===== src/rtl/ddr3_pkg.sv =====
// Shared types, command codes and address helper for the DDR3 read/write arbiter.
package ddr3_pkg;

  typedef enum logic [1:0] {
    ST_WAIT_CAL = 2'd0,
    ST_IDLE     = 2'd1,
    ST_WRITE    = 2'd2,
    ST_READ     = 2'd3
  } arb_state_t;

  localparam logic [2:0]  CMD_WR = 3'b000;
  localparam logic [2:0]  CMD_RD = 3'b001;

  localparam logic [27:0] DEF_APP_ADDR_MIN = 28'd0;
  localparam logic [27:0] DEF_APP_ADDR_MAX = 28'd3_145_728;
  localparam logic [10:0] DEF_BURST_LEN    = 11'd64;
  localparam logic [27:0] DEF_ADDR_STEP    = 28'd8;
  localparam logic [10:0] DEF_RFIFO_LOW    = 11'd512;

  // Advance a frame pointer by one beat; the wrap compare uses the untruncated sum.
  function automatic logic [27:0] addr_advance(
    input logic [27:0] addr,
    input logic [27:0] step,
    input logic [27:0] amin,
    input logic [27:0] amax
  );
    logic [28:0] sum;
    sum = {1'b0, addr} + {1'b0, step};
    if (sum >= {1'b0, amax}) begin
      return amin;
    end else begin
      return sum[27:0];
    end
  endfunction

endpackage


===== src/rtl/ddr3_load_sync.sv =====
// Brings an asynchronous frame signal into clk_100 and emits a one-cycle pulse on its rising edge.
module ddr3_load_sync (
  input  logic clk_100,
  input  logic rst,
  input  logic load,
  output logic pulse
);

  logic [2:0] sync_r;

  // Two synchroniser stages followed by one history stage for edge detection.
  always_ff @(posedge clk_100) begin
    if (rst) begin
      sync_r <= 3'b000;
    end else begin
      sync_r <= {sync_r[1:0], load};
    end
  end

  assign pulse = sync_r[1] & ~sync_r[2];

endmodule


===== src/rtl/ddr3_rw_arbiter.sv =====
// Arbitrates write and read bursts toward the MIG user interface and keeps
// wrapping frame pointers that are re-armed by the wr_load/rd_load frame signals.
module ddr3_rw_arbiter
  import ddr3_pkg::*;
#(
  parameter logic [27:0] APP_ADDR_MIN = DEF_APP_ADDR_MIN,
  parameter logic [27:0] APP_ADDR_MAX = DEF_APP_ADDR_MAX,
  parameter logic [10:0] BURST_LEN    = DEF_BURST_LEN,
  parameter logic [27:0] ADDR_STEP    = DEF_ADDR_STEP,
  parameter logic [10:0] RFIFO_LOW    = DEF_RFIFO_LOW
) (
  input  logic        clk_100,
  input  logic        rst,
  input  logic        init_calib_complete,
  input  logic        wr_load,
  input  logic        rd_load,
  input  logic [10:0] wfifo_rcount,
  input  logic [10:0] rfifo_wcount,
  input  logic        app_rdy,
  input  logic        app_wdf_rdy,
  input  logic        app_rd_data_valid,
  output logic        app_en,
  output logic [2:0]  app_cmd,
  output logic [27:0] app_addr,
  output logic        app_wdf_wren,
  output logic        app_wdf_end,
  output logic        wfifo_rden,
  output logic        rfifo_wren,
  output logic        busy
);

  arb_state_t  state_r, state_s;
  logic [27:0] wr_addr_r, rd_addr_r;
  logic [10:0] beat_cnt_r;
  logic        rd_armed_r, wr_reload_r, rd_reload_r;
  logic        wr_pulse_s, rd_pulse_s, wr_pend_s, rd_pend_s;
  logic        fire_w_s, fire_r_s, last_s, in_idle_s;

  ddr3_load_sync u_wr_sync (.clk_100(clk_100), .rst(rst), .load(wr_load), .pulse(wr_pulse_s));
  ddr3_load_sync u_rd_sync (.clk_100(clk_100), .rst(rst), .load(rd_load), .pulse(rd_pulse_s));

  // A beat only fires when calibration holds, so a calibration drop kills strobes that cycle.
  assign fire_w_s  = (state_r == ST_WRITE) & init_calib_complete & app_rdy & app_wdf_rdy;
  assign fire_r_s  = (state_r == ST_READ) & init_calib_complete & app_rdy;
  assign last_s    = (beat_cnt_r == (BURST_LEN - 11'd1));
  assign in_idle_s = (state_r == ST_IDLE);
  assign wr_pend_s = wr_reload_r | wr_pulse_s;
  assign rd_pend_s = rd_reload_r | rd_pulse_s;

  // Next-state decision: write wins, reads only once memory holds written data.
  always_comb begin
    state_s = state_r;
    if (!init_calib_complete) begin
      state_s = ST_WAIT_CAL;
    end else begin
      case (state_r)
        ST_WAIT_CAL: state_s = ST_IDLE;
        ST_IDLE: begin
          if (wfifo_rcount >= BURST_LEN) begin
            state_s = ST_WRITE;
          end else if ((rfifo_wcount < RFIFO_LOW) && rd_armed_r) begin
            state_s = ST_READ;
          end else begin
            state_s = ST_IDLE;
          end
        end
        ST_WRITE: begin
          if (fire_w_s && last_s) state_s = ST_IDLE;
          else                    state_s = ST_WRITE;
        end
        ST_READ: begin
          if (fire_r_s && last_s) state_s = ST_IDLE;
          else                    state_s = ST_READ;
        end
        default: state_s = ST_WAIT_CAL;
      endcase
    end
  end

  // MIG command/data strobes; idle value presents a read command at rd_addr.
  always_comb begin
    app_en       = 1'b0;
    app_cmd      = CMD_RD;
    app_addr     = rd_addr_r;
    app_wdf_wren = 1'b0;
    app_wdf_end  = 1'b0;
    wfifo_rden   = 1'b0;
    case (state_r)
      ST_WRITE: begin
        app_en       = fire_w_s;
        app_cmd      = CMD_WR;
        app_addr     = wr_addr_r;
        app_wdf_wren = fire_w_s;
        app_wdf_end  = fire_w_s;
        wfifo_rden   = fire_w_s;
      end
      ST_READ: begin
        app_en = fire_r_s;
      end
      default: begin
        app_en = 1'b0;
      end
    endcase
  end

  // Returning read data is passed through whenever the controller is calibrated.
  assign rfifo_wren = app_rd_data_valid & (state_r != ST_WAIT_CAL);
  assign busy       = (state_r == ST_WRITE) | (state_r == ST_READ);

  // State register.
  always_ff @(posedge clk_100) begin
    if (rst) state_r <= ST_WAIT_CAL;
    else     state_r <= state_s;
  end

  // Frame pointers: a pending reload lands in IDLE, otherwise advance on each accepted beat.
  always_ff @(posedge clk_100) begin
    if (rst) begin
      wr_addr_r <= APP_ADDR_MIN;
      rd_addr_r <= APP_ADDR_MIN;
    end else begin
      if (in_idle_s && wr_pend_s) wr_addr_r <= APP_ADDR_MIN;
      else if (fire_w_s)          wr_addr_r <= addr_advance(wr_addr_r, ADDR_STEP, APP_ADDR_MIN, APP_ADDR_MAX);
      if (in_idle_s && rd_pend_s) rd_addr_r <= APP_ADDR_MIN;
      else if (fire_r_s)          rd_addr_r <= addr_advance(rd_addr_r, ADDR_STEP, APP_ADDR_MIN, APP_ADDR_MAX);
    end
  end

  // Sticky reload flags, consumed in IDLE so an active burst keeps contiguous addresses.
  always_ff @(posedge clk_100) begin
    if (rst) begin
      wr_reload_r <= 1'b0;
      rd_reload_r <= 1'b0;
    end else begin
      wr_reload_r <= wr_pend_s & ~in_idle_s;
      rd_reload_r <= rd_pend_s & ~in_idle_s;
    end
  end

  // Beat counter and read-arming after the first completed write burst.
  always_ff @(posedge clk_100) begin
    if (rst) begin
      beat_cnt_r <= 11'd0;
      rd_armed_r <= 1'b0;
    end else begin
      if (!init_calib_complete)      beat_cnt_r <= 11'd0;
      else if (fire_w_s || fire_r_s) beat_cnt_r <= last_s ? 11'd0 : beat_cnt_r + 11'd1;
      if (fire_w_s && last_s)        rd_armed_r <= 1'b1;
    end
  end

endmodule


===== config.mk =====
export PLATFORM = sky130hd
export DESIGN_NAME = ddr3_rw_arbiter
export DESIGN_NICKNAME = d
export VERILOG_FILES = /design/src/rtl/ddr3_pkg.sv /design/src/rtl/ddr3_load_sync.sv /design/src/rtl/ddr3_rw_arbiter.sv
export SDC_FILE = /design/constraint.sdc
export NUM_CORES = 1
export LEC_CHECK = 0
export ABC_AREA = 0
export BUFFER_PORTS_ARGS = -buffer_cell sky130_fd_sc_hd__buf_4
export CAP_MARGIN = 20
export CELL_PAD_IN_SITES_DETAIL_PLACEMENT = 1
export CELL_PAD_IN_SITES_GLOBAL_PLACEMENT = 1
export CORE_UTILIZATION = 41
export DETAILED_ROUTE_END_ITERATION = 8
export GPL_ROUTABILITY_DRIVEN = 0
export PLACE_DENSITY = 0.85
export SLEW_MARGIN = 30
export SYNTH_ARGS = -nofsm -noshare
export SYNTH_HDL_FRONTEND = slang
export SYNTH_HIERARCHICAL = 1
export SYNTH_SLANG_ARGS = --single-unit

===== constraint.sdc =====
create_clock -name clk_100 -period 2.62 [get_ports clk_100]
set_input_delay 0.262 -clock clk_100 [delete_from_list [all_inputs] [get_ports clk_100]]
set_output_delay 0.262 -clock clk_100 [all_outputs]
set_load 0.01 [all_outputs]

==> metrics.md, run 1 <==
| Metric | Value |
|---|---|
| Final-stage net count | between 500 and 600 |
| Clock Pin Slew Worst Setup and Hold Paths | 0.09 ns |
| DRC | 0 |
| R2R setup slack | around 0.085 ns |
| Setup TNS | 0 ns |
| Total number of vias | approximately 3,700 |
| # clock sinks | 72 |
| Design Area, Final | approximately 4700 um^2 |
| DRT Pass-1 Iters | 4 |
| Post-route ant nets | 0 |
| Cell variety after synth | 57 |
| Placed cell count | 666 |
| Mapped Avg Cell Area | 7.84 um^2 |
| R2r worst-path depth | 8 |
| Total power | 2.19 mW |
| FMAX | between 300 and 400 MHz |
| Hold Vio Cnt, Final | 0 |
| Slew headroom | 0.602 |
| Ports | 67 |
| CTS Hold Buffers Added | 0 |
| Worst Setup Path Type | flip-flop to flip-flop |
| TritonCTS clock tree | yes |
| Initial core utilization | 0.426 |
| Core footprint | 9330 um^2 |
| R2r endpoint | wr_addr_r[19] |
| CP startpoint | wr_addr_r[7] |
| Die Area | 10,100 um^2 |
| #FFs+latches synth | 72 |
| Crit path required time | 2.90 ns |
| Worst min path class | primary input to flip-flop |
| Startpoint types | flip-flop |
| Drt first-iter violations | 137 |
| # Max-Cap Violations | 0 |
| Fillers | 1,164 |
| Final max-slew violation count | 0 |
| Vias per inst | ~5.4 |
| Status | finished, final reports clean |
| Worst stage delay on the critical path | 0.52 ns |
| Sequential area share after synthesis | 0.363 |
| Final period utilization | 0.968 |
| WL final | 11.1 mm |
| Placed Area | 4410 um^2 |
| Layout cells sized above 1 | 0.194 |
| Most frequent CP cell | nand3_1 |
| Setup crit end | wr_addr_r[19] |
| P per Cell Area | around 470 nW/um^2 |
| Post-synth EDFFs | 0 |
| Rows | 35 |
| Yosys Warn Count | 6 |
| Final Util | 0.503 |
| Largest net degree at the start of global routing | 26 |
| Chip width | 100 um |
| Routed WL per cell | 16.2 um |
| CTS Buf Count | 9 |
| GRT Util Overall | 0.228 |
| Area grow syn2layout | 18.0% |
| Max Root-Sink Buffers | 2 |
| Final Critical Period | ~2.5 ns |
| Clock latency on the worst-skew pair | around 0.36 ns |
| Ant. Diodes | 0 |
| Crit-path cells | nand3_1, or3_2, nor4_2, o22ai_2, nor3_4, buf_4, nand3_1, a31oi_1 |
| Max FO, Critical Path | 6 |
| Final setup viols | 0 |
| First-pass GRT wire length | 18.2 mm |
| Number of global-route vias before repair | 3,725 |
| Crit end category | flip-flop |
| Mapped Area | 3970 um^2 |
| Cell count after synthesis | 507 |
| H-tree levels | 3 |
| Final hold slack | 0.129 ns |
| Leakage | about 1.8 nW |
| CP max stage cell | or3_2 |
| DP HPWL | 8.04 mm |
| Initial antenna violation count | 0 |
| Fin cells | 686 |
| Final setup margin | 0.0850 ns |
| Final clock skew | ~0.016 ns |
| Sequential cell area | 1440 um^2 |
| Die H | 100 um |
| Root buf cell | clkbuf_8 |
| Slew of the pin with the lowest slew margin | 0.594 ns |
| Multi-input gate area | around 2400 um^2 |
| WP data arrival | 2.82 ns |
| Place WS | a little under 0.09 ns |
| Total congestion overflow | 0 |
| Synth Flop Type | dfxtp_1 |
| Buffers added on ports | 46 |
| Max IR drop VDD | 0.000249 V |
| Ys async rst share | 0 |
| Worst r2r src | wr_addr_r[7] |
==> routing by layer <==
metal | share of wire | global-route usage | vias to the layer above
li1 | - | - | 1826
met1 | 0.45 | 0.292 | 1804
met2 | 0.50 | 0.385 | 77
met3 | 0.033 | 0.0492 | 25
met4 | 0.016 | 0.0647 | 0
met5 | 0 | 0 | -
==> Yosys cell counts, types with 3 or more instances <==
| cell type | instances | area [um^2] |
|---|---|---|
| nand2_1 | 99 | 372 |
| dfxtp_1 | 72 | 1440 |
| nor2_1 | 41 | 154 |
| xor2_1 | 34 | 298 |
| nand3_1 | 29 | 145 |
| nor3_1 | 29 | 145 |
| nand4_1 | 21 | 131 |
| clkbuf_1 | 16 | 60.1 |
| and3_1 | 14 | 87.6 |
| xnor2_1 | 13 | 114 |
| o21ai_0 | 12 | 60.1 |
| a21oi_1 | 10 | 50.1 |
| nor2_2 | 10 | 62.6 |
| buf_4 | 9 | 67.6 |
| nor2b_1 | 9 | 56.3 |
| a31oi_1 | 7 | 43.8 |
| inv_1 | 6 | 22.5 |
| and2_1 | 5 | 31.3 |
| nor4_1 | 5 | 31.3 |
| and4_1 | 4 | 35.0 |
| mux2i_1 | 4 | 40.0 |
| nor4b_1 | 4 | 35.0 |
| buf_1 | 3 | 11.3 |
| ha_1 | 3 | 37.5 |
| nand2b_1 | 3 | 18.8 |
| or2_2 | 3 | 18.8 |
==> timing repair <==
action / CTS / global route
resized for setup: 0 / 3
setup endpoints to repair: 0 / 36
setup buffers: 0 / 4
==> cells in the final DEF, fill, tap and decap left out, types with 4 or more instances in the layout <==
cell type	synthesis	layout
xnor2_1	13	13
nand4_1	21	21
nor3_1	29	29
inv_1	6	6
nor4_1	5	4
nor2_2	10	10
conb_1	1	5
a31oi_1	7	7
nor4b_1	4	4
and2_1	5	5
a21oi_1	10	10
mux2i_1	4	4
dfxtp_1	72	71
nand3_1	29	29
nor2_1	41	41
and4_1	4	4
clkbuf_8	1	9
and3_1	14	14
nand2_1	99	99
nor2b_1	9	8
buf_4	9	62
o21ai_0	12	12
xor2_1	34	34
==> layout make-up <==
| type | count | area share |
|---|---|---|
| inverters | 7 | 0.00560 |
| well taps | 129 | 0.0344 |
| multi-input cells | 399 | 0.502 |
| clock buffers | 10 | 0.0272 |
| flip-flops and latches | 72 | 0.308 |
| repair buffers | 63 | 0.104 |
| clock inverters | 6 | 0.0197 |
==> flip-flops by register name, indices dropped and copies added (netlist names) <==
name              cells
wr_reload_r           1
state_r               2
wr_addr_r            25
rd_addr_r            25
u_rd_sync/sync_r      3
u_wr_sync/sync_r      3
beat_cnt_r           11
rd_armed_r            1
rd_reload_r           1
==> power by group <==
| group | switching [mW] | leakage, nW | internal (mW) |
|---|---|---|---|
| Sequential | 0.00773 | 0.582 | 1.10 |
| Combinational | 0.0603 | 1.16 | 0.0410 |
| Clock | 0.441 | 0.103 | 0.541 |
| Total | 0.509 | 1.85 | 1.69 |
==> worst max-delay path: cells and delay by family, from the launching register on <==
family	cells	cell delay, ns
buffers and inverters	1	0.19
AND/OR/NAND/NOR	5	1.45
AO/OA/AOI/OAI	2	0.37
flip-flops	1	0.45
==> worst min-delay path by stage <==
| stage | start | to | cells after the start |
|---|---|---|---|
| global route | rd_load | u_rd_sync/sync_r[0] | 2 |
| floorplan | rst | u_rd_sync/sync_r[0] | 1 |
| global placement | u_rd_sync/sync_r[0] | u_rd_sync/sync_r[1] | 1 |
| detailed placement | u_wr_sync/sync_r[0] | u_wr_sync/sync_r[1] | 1 |
| CTS | rd_load | u_rd_sync/sync_r[0] | 2 |
| finish | wr_load | u_wr_sync/sync_r[0] | 2 |
==> kinds of logic (layout without fill, tap and decap cells) <==
family	Yosys count	count (layout)	synth area share
and+or+nand+nor	292	292	0.372
DFF	72	72	0.363
xor gates and xnor gates	48	48	0.111
AOI/OAI and AO/OA	47	47	0.0806
buffers and inverters	40	86	0.0532
muxes	4	4	0.0101
adders and majority gates	3	3	0.00945
other	1	5	0.000944
Note: power is estimated with default switching activity, not from simulation.
==> run 2: changes to the inputs <==
CELL_PAD_IN_SITES_DETAIL_PLACEMENT = unset   (was 1)
CELL_PAD_IN_SITES_GLOBAL_PLACEMENT = unset   (was 1)
CORE_UTILIZATION = 45   (was 41)
PLACE_DENSITY = 0.72   (was 0.85)
==> run 2 against run 1 <==
  * Power shrank 10%
  * Clock power shrank 22%
  * Non-clock buffer count shrank 1
  * Clock skew shrank 0.0090 ns
  * Combinational power shrank 7%
  * Largest power group unchanged
==> metrics.md, run 2 (synthesis gave the netlist of run 1 again) <==
| Metric | Value |
|---|---|
| Status | finished, final reports clean |
| Area grow syn2layout | 14.9% |
| Place WS | 0.105 ns |
| Setup crit end | wr_addr_r[18] |
| H-tree levels | 3 |
| P per Cell Area | 430 nW/um^2 |
| Final period utilization | 0.946 |
| # clock sinks | 72 |
| Design Area, Final | roughly 4600 um^2 |
| Crit end category | flip-flop |
| Worst min path class | primary input to flip-flop |
| Fillers | 793 |
| R2r endpoint | wr_addr_r[18] |
| Initial antenna violation count | 0 |
| Crit path required time | 2.84 ns |
| Max FO, Critical Path | 14 |
| Final Util | 0.545 |
| Clock latency on the worst-skew pair | 0.35 ns |
| Final max-slew violation count | 0 |
| Placed Area | 4390 um^2 |
| Clock Pin Slew Worst Setup and Hold Paths | 0.07 ns |
| First-pass GRT wire length | 15.0 mm |
| Initial core utilization | 0.474 |
| Die H | 96.0 um |
| Slew headroom | 0.507 |
| Worst stage delay on the critical path | 0.65 ns |
| CTS Hold Buffers Added | 0 |
| Final-stage net count | 584 |
| Worst Setup Path Type | flip-flop to flip-flop |
| Number of global-route vias before repair | ~3,300 |
| Max Root-Sink Buffers | 2 |
| Fin cells | roughly 660 |
| Core footprint | 8380 um^2 |
| Hold Vio Cnt, Final | 0 |
| Final hold slack | ~0.12 ns |
| R2R setup slack | 0.14 ns |
| Total power | 1.97 mW |
| Buffers added on ports | between 40 and 50 |
| Worst r2r src | wr_addr_r[11] |
| Most common cell after layout, fill and taps aside | nand2_1 |
| Hold Path Stages | 2 |
| Max IR drop VDD | 0.000262 V |
| Largest regs | rd_addr_r x25, wr_addr_r x25, beat_cnt_r x11 |
| Rows | 33 |
| CP startpoint | wr_addr_r[11] |
| Final setup margin | ~0.14 ns |
| RSZ-0062 raised after global routing | no |
| Final clock skew | 0.00657 ns |
| TritonCTS clock tree | yes |
| Placed cell count | 644 |
| CP max stage cell | or4_4 |
| Root buf cell | clkbuf_8 |
| Layout cells sized above 1 | 0.184 |
| Commonest cells after routing, fill and taps aside | nand2_1 (99), dfxtp_1 (72), buf_4 (62) |
| Total congestion overflow | 0 |
| Drt first-iter violations | 122 |
| Slew of the pin with the lowest slew margin | 0.739 ns |
| WP data arrival | 2.70 ns |
| Total number of vias | 3,572 |
| Leakage | 1.81 nW |
| Startpoint types | flip-flop |
| Setup TNS | 0 ns |
| # Max-Cap Violations | 0 |
| DP HPWL | 6.74 mm |
| Crit-path cells | nand4_4, or4_4, o21a_1, o22ai_2, nor3_4, o21ai_4, nor2_1 |
| DRC | 0 |
| Final Critical Period | ~2.5 ns |
| CTS Buf Count | 9 |
| Largest net degree at the start of global routing | 30 |
| Ports | 67 |
| Ant. Diodes | 0 |
| Chip width | 96.0 um |
| Final setup viols | 0 |
| Post-route ant nets | 0 |
| Routed WL per cell | 13.7 um |
| DRT Pass-1 Iters | 5 |
| FMAX | 404 MHz |
| Die Area | a little over 9000 um^2 |
| Vias per inst | 5.43 |
| GRT Util Overall | 0.211 |
| R2r worst-path depth | 7 |
| WL final | 9.04 mm |
-- run 2: changes by cell type in the layout (fill, tap and decap cells not counted), sizes merged --
cell and delta:
clkinvlp -2, bufinv -2, buf -1, inv -1, clkbuf +2
-- run 2: repair_timing --
item / CTS / global route
setup buffers: 0 / 1
resized for setup: 0 / 1
setup endpoints to repair: 0 / 17
-- run 2: worst min path at each step --
stage	from	endpoint	slack, ns
after CTS	wr_load	u_wr_sync/sync_r[0]	0.11
after global placement	u_rd_sync/sync_r[0]	u_rd_sync/sync_r[1]	0.41
after floorplan	rst	u_rd_sync/sync_r[0]	0.33
after global routing	wr_load	u_wr_sync/sync_r[0]	0.12
final	wr_load	u_wr_sync/sync_r[0]	0.12
after detailed placement	u_wr_sync/sync_r[0]	u_wr_sync/sync_r[1]	0.43
-- run 2: power breakdown --
part / internal [mW] / total, mW / switching, mW
sequential: 1.10 / 1.11 / 0.00569
clock: 0.379 / 0.762 / 0.384
combinational: 0.0371 / 0.0936 / 0.0565
total: 1.52 / 1.97 / 0.446
-- run 2: area by class of cell --
class	count	area (um^2)	share of cell area
clock buffer	12	155	0.0340
inverter	7	26.3	0.00575
sequential	72	1440	0.316
clock inverter	1	5.00	0.00110
multi-input combinational	399	2340	0.513
tap	105	131	0.0288
timing repair buffer	62	465	0.102
-- run 2: worst max-delay path: cells and delay by family (launching register included) --
kind / cells / cell delay [ns]
compound gates: 3 / 0.89
flops: 1 / 0.42
simple gates: 4 / 1.03
-- run 2: metal layers --
metal	track usage	part of all wire
met1	0.268	0.45
met5	0	0
met4	0.104	0.025
met2	0.345	0.48
met3	0.0379	0.038
==> run 3: changes to the inputs <==
RECOVER_POWER = 25   (was unset)
==> run 3 against run 2 <==
  * Die area unchanged
  * Global-route usage unchanged
  * Maximum frequency down 0.60%
  * Clock power about the same
  * Critical path type unchanged
  * Largest power group unchanged
==> metrics.md, run 3 (synthesis gave the netlist of run 1 again) <==
| Metric | Value |
|---|---|
| Clock Pin Slew Worst Setup and Hold Paths | roughly 0.070 ns |
| R2r endpoint | wr_addr_r[18] |
| Total number of vias | ~3,600 |
| DP HPWL | approximately 6.7 mm |
| Final-stage net count | 584 |
| FMAX | between 400 and 500 MHz |
| Setup TNS | 0 ns |
| Slew of the pin with the lowest slew margin | between 1 and 1.5 ns |
| Hold Vio Cnt, Final | 0 |
| Status | finished, final reports clean |
| Ant. Diodes | 0 |
| Total congestion overflow | 0 |
| Startpoint types | flip-flop |
| Core footprint | 8380 um^2 |
| Final setup viols | 0 |
| Slew headroom | 0.275 |
| Initial antenna violation count | 0 |
| RSZ-0062 raised after global routing | no |
| Routed WL per cell | 13.7 um |
| WP data arrival | 2.71 ns |
| CP top delay family | simple AND/OR/NAND/NOR gates |
| Final Critical Period | between 2 and 2.5 ns |
| Die Area | 9210 um^2 |
| Final hold slack | 0.122 ns |
| Drt first-iter violations | 137 |
| CP startpoint | wr_addr_r[11] |
| TritonCTS clock tree | yes |
| R2R setup slack | roughly 0.13 ns |
| Largest net degree at the start of global routing | 30 |
| Leakage | 1.79 nW |
| Ports | 67 |
| CTS Buf Count | 9 |
| First-pass GRT wire length | 15.0 mm |
| Crit-path cells | nand4_4, or4_4, o21a_1, o22ai_2, nor3_4, o21ai_4, nor2_1 |
| Most common cell after layout, fill and taps aside | nand2_1 |
| Root buf cell | clkbuf_8 |
| Final clock skew | 0.00803 ns |
| Max IR drop VDD | 0.000263 V |
| Initial core utilization | 0.474 |
| Area grow syn2layout | 14.5% |
| Worst Path Buf+Inv | 0 |
| Max FO, Critical Path | 14 |
| Worst hold path startpoint | wr_load |
| Final period utilization | 0.952 |
| # Max-Cap Violations | 0 |
| Worst stage delay on the critical path | approximately 0.65 ns |
| Post-route ant nets | 0 |
| Die H | around 96 um |
| DRC | 0 |
| Setup crit end | wr_addr_r[18] |
| Layout cells sized above 1 | 0.174 |
| Commonest cells after routing, fill and taps aside | nand2_1 (99), dfxtp_1 (72), buf_4 (57) |
| WL final | approximately 9 mm |
| Chip width | 96.0 um |
| Buffers added on ports | 46 |
| Worst Setup Path Type | flip-flop to flip-flop |
| Clock latency on the worst-skew pair | 0.35 ns |
| DRT Pass-1 Iters | 4 |
| Final max-slew violation count | 0 |
| H-tree levels | 3 |
| Worst r2r src | wr_addr_r[11] |
| GRT Util Overall | 0.211 |
| R2r worst-path depth | 7 |
| Stages on worst setup path | 7 |
| Largest regs | rd_addr_r x25, wr_addr_r x25, beat_cnt_r x11 |
| Vias per inst | 5.44 |
| Crit end category | flip-flop |
| # clock sinks | between 70 and 80 |
| Max Root-Sink Buffers | 2 |
| Crit path required time | between 2 and 3 ns |
| Number of global-route vias before repair | 3,304 |
| Rows | 33 |
| CP max stage cell | or4_4 |
| Worst min path class | primary input to flip-flop |
| P per Cell Area | 431 nW/um^2 |
-- run 3: cell type report --
type | count | area (um^2)
flip-flops and latches | 72 | 1440
inverters | 7 | 26.3
clock inverters | 1 | 5.00
multi-input cells | 399 | 2340
well taps | 105 | 131
clock buffers | 12 | 155
fillers | 796 | 3830
repair buffers | 62 | 447
-- run 3: routing by layer --
metal | vias to the layer above | wire length (um) | track usage
li1 | 1814 | - | -
met1 | 1675 | 4120 | 0.268
met2 | 73 | 4410 | 0.345
met3 | 19 | 279 | 0.0379
met4 | 0 | 223 | 0.104
met5 | - | 0 | 0
-- run 3: power by group --
part | internal (mW) | leakage [nW] | switching (mW)
Combinational | 0.0340 | 1.12 | 0.0566
Sequential | 1.10 | 0.581 | 0.00561
Clock | 0.378 | 0.0842 | 0.382
-- run 3: metrics by stage --
step,utilization,setup WS [ns],std cells,power [mW],area (um^2)
detailed placement,0.524,0.105,644,1.23,4390
global placement,0.524,0.185,644,1.23,4390
floorplan,-,0.366,511,1.20,3990
global route,0.543,0.00409,658,2.02,4550
CTS,0.543,0.100,657,1.98,4550
finish,0.543,0.127,658,1.96,4550
-- run 3: timing repair --
item                                    CTS  global route
buffers inserted                          0             1
hold buffers                              0             0
resized for setup                         0             1
endpoints found under the setup margin    0            17
-- run 3: worst min path at each step --
| stage | end | slack, ns | cells past startpoint |
|---|---|---|---|
| 3_5_place_dp | u_wr_sync/sync_r[1] | 0.43 | 1 |
| 3_3_place_gp | u_rd_sync/sync_r[1] | 0.41 | 1 |
| 2_1_floorplan | u_rd_sync/sync_r[0] | 0.33 | 1 |
| 4_1_cts | u_wr_sync/sync_r[0] | 0.11 | 2 |
| 5_1_grt | u_wr_sync/sync_r[0] | 0.12 | 2 |
| 6_report | u_wr_sync/sync_r[0] | 0.12 | 2 |
-- run 3: worst register-to-register path: cells and delay by family (launching register included) --
kind / cells / cell delay (ns)
AND/OR/NAND/NOR: 4 / 1.04
flip-flops: 1 / 0.43
AO/OA/AOI/OAI: 3 / 0.90
